### src/rtl/sync_byte_fifo.sv
// Single-clock byte FIFO with wrap-bit pointers, a registered read port,
// occupancy level and sticky overflow/underflow flags.
module sync_byte_fifo #(
  parameter int DATA_WIDTH    = 8,
  parameter int ADDRESS_WIDTH = 4
) (
  input  logic                     clk_i,
  input  logic                     clear_n,
  input  logic [DATA_WIDTH-1:0]    data,
  input  logic                     wrreq,
  output logic                     wrfull,
  output logic                     wrempty,
  input  logic                     rdreq,
  output logic [DATA_WIDTH-1:0]    q,
  output logic                     rdempty,
  output logic                     rdfull,
  output logic [ADDRESS_WIDTH:0]   level,
  output logic                     overflow,
  output logic                     underflow
);

  localparam int DEPTH = 1 << ADDRESS_WIDTH;
  localparam logic [ADDRESS_WIDTH:0] PTR_ONE = {{ADDRESS_WIDTH{1'b0}}, 1'b1};

  logic [DATA_WIDTH-1:0]  mem [DEPTH];
  logic [ADDRESS_WIDTH:0] wptr_reg, wptr_next;
  logic [ADDRESS_WIDTH:0] rptr_reg, rptr_next;
  logic [DATA_WIDTH-1:0]  q_reg;
  logic                   overflow_reg, underflow_reg;
  logic                   full, empty, wr_en, rd_en;

  // Equal pointers mean empty; same slot on opposite laps means full.
  assign empty = (wptr_reg == rptr_reg);
  assign full  = (wptr_reg[ADDRESS_WIDTH-1:0] == rptr_reg[ADDRESS_WIDTH-1:0]) &&
                 (wptr_reg[ADDRESS_WIDTH] != rptr_reg[ADDRESS_WIDTH]);

  // Blocking decisions use pre-edge flags only.
  assign wr_en = wrreq & ~full;
  assign rd_en = rdreq & ~empty;

  assign wptr_next = wr_en ? (wptr_reg + PTR_ONE) : wptr_reg;
  assign rptr_next = rd_en ? (rptr_reg + PTR_ONE) : rptr_reg;

  // Storage has no reset so it can map onto block RAM.
  always_ff @(posedge clk_i) begin
    if (clear_n && wr_en) begin
      mem[wptr_reg[ADDRESS_WIDTH-1:0]] <= data;
    end
  end

  always_ff @(posedge clk_i) begin
    if (!clear_n) begin
      wptr_reg      <= '0;
      rptr_reg      <= '0;
      q_reg         <= '0;
      overflow_reg  <= 1'b0;
      underflow_reg <= 1'b0;
    end else begin
      wptr_reg <= wptr_next;
      rptr_reg <= rptr_next;
      if (rd_en) begin
        q_reg <= mem[rptr_reg[ADDRESS_WIDTH-1:0]];
      end
      if (wrreq && full) begin
        overflow_reg <= 1'b1;
      end
      if (rdreq && empty) begin
        underflow_reg <= 1'b1;
      end
    end
  end

  assign q         = q_reg;
  assign wrfull    = full;
  assign rdfull    = full;
  assign wrempty   = empty;
  assign rdempty   = empty;
  assign level     = wptr_reg - rptr_reg;
  assign overflow  = overflow_reg;
  assign underflow = underflow_reg;

endmodule

### config.mk
export PLATFORM = sky130hd
export DESIGN_NAME = sync_byte_fifo
export DESIGN_NICKNAME = d
export VERILOG_FILES = /design/src/rtl/sync_byte_fifo.sv
export SDC_FILE = /design/constraint.sdc
export NUM_CORES = 1
export LEC_CHECK = 0
export ABC_AREA = 0
export CORE_MARGIN = 5
export CORE_UTILIZATION = 45
export CTS_CLUSTER_DIAMETER = 100
export DETAILED_ROUTE_END_ITERATION = 10
export GPL_TIMING_DRIVEN = 0
export HOLD_SLACK_MARGIN = 0.06
export PLACE_DENSITY_LB_ADDON = 0.05
export REMOVE_ABC_BUFFERS = 1
export SYNTH_ARGS = -nofsm -noshare
export SYNTH_HDL_FRONTEND = slang
export SYNTH_SLANG_ARGS = --single-unit
### constraint.sdc
create_clock -name clk_i -period 2.45 [get_ports clk_i]
set_input_delay 0.6125 -clock clk_i [delete_from_list [all_inputs] [get_ports clk_i]]
set_output_delay 0.6125 -clock clk_i [all_outputs]
set_load 0.01 [all_outputs]
Word-level counts from Yosys, hierarchy flattened
Memories as Yosys holds them, arrays and structs flattened. A register that Yosys moved wholly into a read port is not among the register bits.
Cells that the tools add are included.
{"block": "word_totals", "reg_bits": 12, "mem_bits_rw": 128, "input_bits": 12, "output_inout_bits": 19, "elab_cells": 22, "mem_count": 1}
{"name": "mem", "words": 16, "width": 8, "read_ports": 1, "rd_ports_with_merged_regs": 1, "write_ports": 1, "line": "25", "source": "logic [DATA_WIDTH-1:0] mem [DEPTH];"}
{"block": "op_classes", "add_sub_neg": 3, "n_eq_ne": 3, "muxes": 2, "bitwise_logic": 4, "n_reduce_logical": 5}
{"cell": "5-bit by 1-bit adder with 5-bit output, second input constant", "n": 2}
{"cell": "5-bit equality test", "n": 1}
{"cell": "5-bit subtractor", "n": 1}
{"cell": "4-bit equality test", "n": 1}
{"cell": "1-bit logical AND", "n": 4}
{"cell": "1-bit AND", "n": 2}
{"cell": "1-bit 2-to-1 mux", "n": 2}
{"cell": "1-bit NOT", "n": 2}
{"cell": "1-bit zero test", "n": 1}
{"cell": "1-bit != test", "n": 1}

Longest topological paths before layout
{"block": "depth", "ltp_word": 7, "ltp_mapped": 9, "mapped_depth_nobuf": 7}

Worst setup path before layout
No wires, ideal clock.
{"block": "synth_timing", "kind": "register -> register", "start": "register rptr_reg[1]", "end": "memory mem[3][0] (enable)", "setup_ns": 0.383, "t_arrival_ns": 2.324, "required_ns": 2.067, "setup_slack_ns": -0.258, "stages_incl_launch_ff": 9, "n_path_buf": 2, "period_less_slack_ns": 2.708, "cell_sequence": "dfxtp_1 buf_4 buf_4 inv_1 ha_1 nand4_2 o21a_1 nand3_1 nor3_1"}
{"block": "synth_via", "elab_chain_cells": 7}
{"item": "from (decl)", "line": "27", "source": "logic [ADDRESS_WIDTH:0] rptr_reg, rptr_next;"}
{"item": "from (signal assigned)", "line": "60", "source": "rptr_reg <= rptr_next;"}
{"item": "4-bit equality test", "line": "34", "source": "assign full = (wptr_reg[ADDRESS_WIDTH-1:0] == rptr_reg[ADDRESS_WIDTH-1:0]) &&"}
{"item": "1-bit logical AND", "line": "34"}
{"item": "1-bit NOT", "line": "38", "source": "assign wr_en = wrreq & ~full;"}
{"item": "1-bit AND", "line": "38"}
{"item": "1-bit logical AND", "line": "46", "source": "if (clear_n && wr_en) begin"}
{"item": "1-bit 2-to-1 mux", "line": "46"}
{"item": "1-bit 2-to-1 mux (not written as such)", "line": "47", "source": "mem[wptr_reg[ADDRESS_WIDTH-1:0]] <= data;"}
{"item": "to (decl)", "line": "25"}
No other way between the ends.

Worst setup path in the final report
{"block": "layout_timing", "start": "register wptr_reg[0]", "end": "output level[4]"}
{"block": "layout_via", "elab_chain_cells": 1}
{"item": "from (decl)", "line": "26", "source": "logic [ADDRESS_WIDTH:0] wptr_reg, wptr_next;"}
{"item": "from (signal assigned)", "line": "59", "source": "wptr_reg <= wptr_next;"}
{"item": "5-bit subtractor", "line": "78", "source": "assign level = wptr_reg - rptr_reg;"}
{"item": "to (decl)", "line": "17", "source": "output logic [ADDRESS_WIDTH:0] level,"}
No other way between the ends.

==> summary.md <==
| Metric | Value |
|---|---|
| Status | finished, violations left |
| Failing checks | setup timing |
| Unrepaired setup endpoints after global routing | true |
| DRC | 0 |
| PortBufs | 30 |
| Yosys warning total | 0 |
| Share of total power in sequential cells | 44.6% |
| Synthesis-to-layout area growth | 25.6% |
| Clk buf depth | 2 |
| Antenna Cells | 0 |
| Core area | 13100 um2 |
| Fin crit period | 2.50 ns |
| Slowest CP cell | dfxtp_4 |
| Ys flop type | edfxtp_1 |
| Fmax | 399 MHz |
| First DRT Iteration DRCs | 418 |
| Final Hold Vio Count | 0 |
| Congestion Overflow GR | 0 |
| Clock power frac | 40.8% |
| Netlist cell types | 36 |
| Max Cap Violations | 0 |
| Internal power | 0.00486 W |
| Worst path required time | 1.84 ns |
| Share of cells above drive strength 1 | 24.3% |
| Via count | 3388 |
| Initial antenna violation count | 0 |
| DR vias/cell | 5.50 |
| Antenna Violating Nets Remaining | 0 |
| Switch Pwr | 0.00150 W |
| Synthesized instance count | 377 |
| Worst Path Max Fanout | 2 |
| Clk Tree Root Cell | clkbuf_16 |
| GRT busiest layer | met2 |
| Die Width | 125 um |
| Critical path buffers and inverters | 3 |
| Final setup viols | 1 |
| Slew HR | 53.2% |
| Startpoint types | flip-flop |
| Hold Path Class | flip-flop to flip-flop |
| Comb power frac | 14.6% |
| # fillers | 1066 |
| Clock Latency Late Sink | 0.42 ns |
| Maximum vdd drop | 0.458 mV |
| Reg clk slew, reported paths | 0.06 ns |
| Worst-Margin Slew | 0.700 ns |
| First-pass GRT wire length | 20900 um |
| Seq/Total Area, Yosys | 71.0% |
| Grt met2 use | 26.9% |
| Vert. Die Dim | 125 um |
| Post-cts hold buffer count | 0 |
| Vias in the first global route | 3462 |
| Cell total after placement | 564 |
| Global-route track usage on met1 | 25.9% |
| P_leak | 2.37 nW |
| Ports | 31 |
| First-pass detailed-route iteration total | 4 |
| Post-synth EDFFs | 128 |
| Pre-CTS WS | -1.58 ns |
| DP Area | 6410 um2 |
| Largest net degree at the start of global routing | 17 |
| CTS tree | done |
| Top delay family on crit path | adder cells |
| Final wirelength | 13500 um |
| Post-DP HPWL | 8060 um |
| Final net count | 449 |
| Final period util | 102% |
| TritonCTS sink count | 148 |
| Max FFs per register | 128 |
| DR WL/cell | 21.9 um |
| Die area | 15700 um2 |
| Pwr per Cell Area | 848 nW/um2 |
| Critical Path Max Stage Delay | 0.35 ns |
| Mapped Area | 5980 um2 |
| RePlAce Congestion | 0.725 |
| WP data arrival | 1.89 ns |
| Critical path type | flip-flop to output pin |
| Ys async rst share | 0% |
| Crit end category | output pin |
| TNS Setup | -0.0539 ns |
| Fin area | 7510 um2 |
| Starting Density | 45.5% |
| CTS Buf Count | 17 |
| Tot GR Track Use | 18.1% |
| Final Non-Filler Cells | 616 |
| Clock Skews | 0.00621 ns |
| Synthesis-stage register bit count | 148 |
| Met3 usage | 4.22% |
| CTS HTree Levels | 4 |
| Worst setup margin | -0.0539 ns |
| Crit path cell chain | inv_4 > ha_4 > inv_2 > fa_2 > a21o_1 > a21oi_2 > xnor2_1 > buf_2 |
| Floorplan row count | 42 |
| Mean post-synth cell area | 15.9 um2 |
| Slew Limit Fails | 0 |
| Net Sw Frac | 23.6% |
==> synthesized netlist by cell type (2+ instances only) <==
master / number / area (um2)
o211ai_1: 3 / 22.5
nor3_1: 13 / 65.1
mux2i_1: 51 / 510
nand3b_1: 2 / 15.0
edfxtp_1: 128 / 3840
buf_4: 8 / 60.1
o21a_1: 2 / 15.0
buf_2: 4 / 20.0
nand2_1: 3 / 11.3
xor2_1: 3 / 26.3
xnor2_1: 6 / 52.6
o22ai_1: 16 / 100
mux4_2: 8 / 180
a21o_1: 2 / 15.0
ha_1: 9 / 113
a221oi_1: 8 / 70.1
o21ai_0: 17 / 85.1
clkbuf_1: 6 / 22.5
dfxtp_1: 20 / 400
nand2b_1: 3 / 18.8
nor2_1: 25 / 93.8
nand3_1: 6 / 30.0
inv_1: 9 / 33.8
a21oi_1: 13 / 65.1
==> routing by layer <==
| layer | wire (um) | vias to the layer above |
|---|---|---|
| li1 | - | 1569 |
| met1 | 6280 | 1709 |
| met2 | 6190 | 88 |
| met3 | 658 | 22 |
| met4 | 331 | 0 |
| met5 | 0 | - |
==> stage by stage <==
stage / hold WS (ns) / total power [W] / util [%]
2_1_floorplan: 0.500 / 0.00333 / -
3_3_place_gp: 0.455 / 0.00369 / 48.6
3_5_place_dp: 0.463 / 0.00371 / 48.8
4_1_cts: 0.473 / 0.00641 / 56.8
5_1_grt: 0.525 / 0.00661 / 57.1
6_report: 0.468 / 0.00636 / 57.1
==> layout by cell type (no fill, tap or decap), types with 2 or more instances in the layout <==
| master | instances |
|---|---|
| clkinvlp_4 | 2 |
| nand2_1 | 3 |
| nor3_1 | 9 |
| dfxtp_4 | 7 |
| o211ai_1 | 3 |
| clkinv_2 | 3 |
| inv_1 | 6 |
| nand3_1 | 4 |
| xnor2_1 | 5 |
| nand3_2 | 2 |
| nand2b_1 | 3 |
| clkbuf_16 | 20 |
| nor3_4 | 4 |
| mux4_2 | 8 |
| o22ai_1 | 16 |
| a21o_1 | 2 |
| clkdlybuf4s50_1 | 21 |
| nand3b_1 | 2 |
| a21oi_2 | 2 |
| o21a_1 | 2 |
| ha_1 | 5 |
| edfxtp_1 | 128 |
| buf_12 | 4 |
| mux2i_1 | 51 |
| a21oi_1 | 11 |
| buf_4 | 13 |
| ha_4 | 4 |
| inv_2 | 2 |
| dlygate4sd2_1 | 3 |
| a221oi_1 | 8 |
| o21ai_0 | 17 |
| nor2_1 | 11 |
| xor2_1 | 3 |
| clkbuf_8 | 6 |
| nor2_4 | 14 |
| buf_2 | 5 |
| dfxtp_1 | 12 |
==> power groups by stage <==
stage	sequential [W]	combinational (W)	clock, W
6_report	0.00284	0.000931	0.00260
5_1_grt	0.00284	0.00101	0.00275
4_1_cts	0.00284	0.000943	0.00263
3_5_place_dp	0.00295	0.000753	0
3_3_place_gp	0.00297	0.000722	0
2_1_floorplan	0.00295	0.000378	0
==> cell families (layout without fill, tap and decap cells) <==
| kind of cell | Yosys count | in the layout | synth area share, % |
|---|---|---|---|
| xor+xnor | 10 | 10 | 1.59 |
| compound gates | 63 | 63 | 6.51 |
| mux | 59 | 59 | 11.6 |
| simple gates | 58 | 58 | 4.69 |
| flops | 148 | 148 | 71.0 |
| fa+ha+maj | 10 | 10 | 2.22 |
| buf+inv | 29 | 92 | 2.43 |
==> path summary, 6_finish.rpt <==
path               start   endpoint  slack (ns)  depth (start not counted)
max          wptr_reg[0]   level[4]       -0.05                          8
min             overflow   overflow        0.47                          2
max reg2reg  rptr_reg[2]  mem[3][1]        0.09                          7
min reg2reg     overflow   overflow        0.47                          2
==> layout make-up <==
| cell class | count | area (um2) | share of cell area [%] |
|---|---|---|---|
| inverters | 9 | 36.3 | 0.483 |
| repair buffers | 51 | 538 | 7.17 |
| clock buffers | 27 | 587 | 7.82 |
| flip-flops and latches | 148 | 4270 | 56.9 |
| multi-input cells | 200 | 1820 | 24.3 |
| well taps | 176 | 220 | 2.93 |
| clock inverters | 5 | 30.0 | 0.400 |
==> tightest hold or removal path, cell delays in order (launching register included) <==
cell and delay [ns]:
dfxtp_1 0.33, a21oi_1 0.04, nor2_1 0.07
==> what timing repair did <==
item,in CTS,in global routing
resized for setup,82,9
setup endpoints to repair,155,125
buffers inserted,17,2
hold endpoints to repair,0,0
cloned,1,0
pin swaps,8,5
Power figures use the tool's default switching activity.
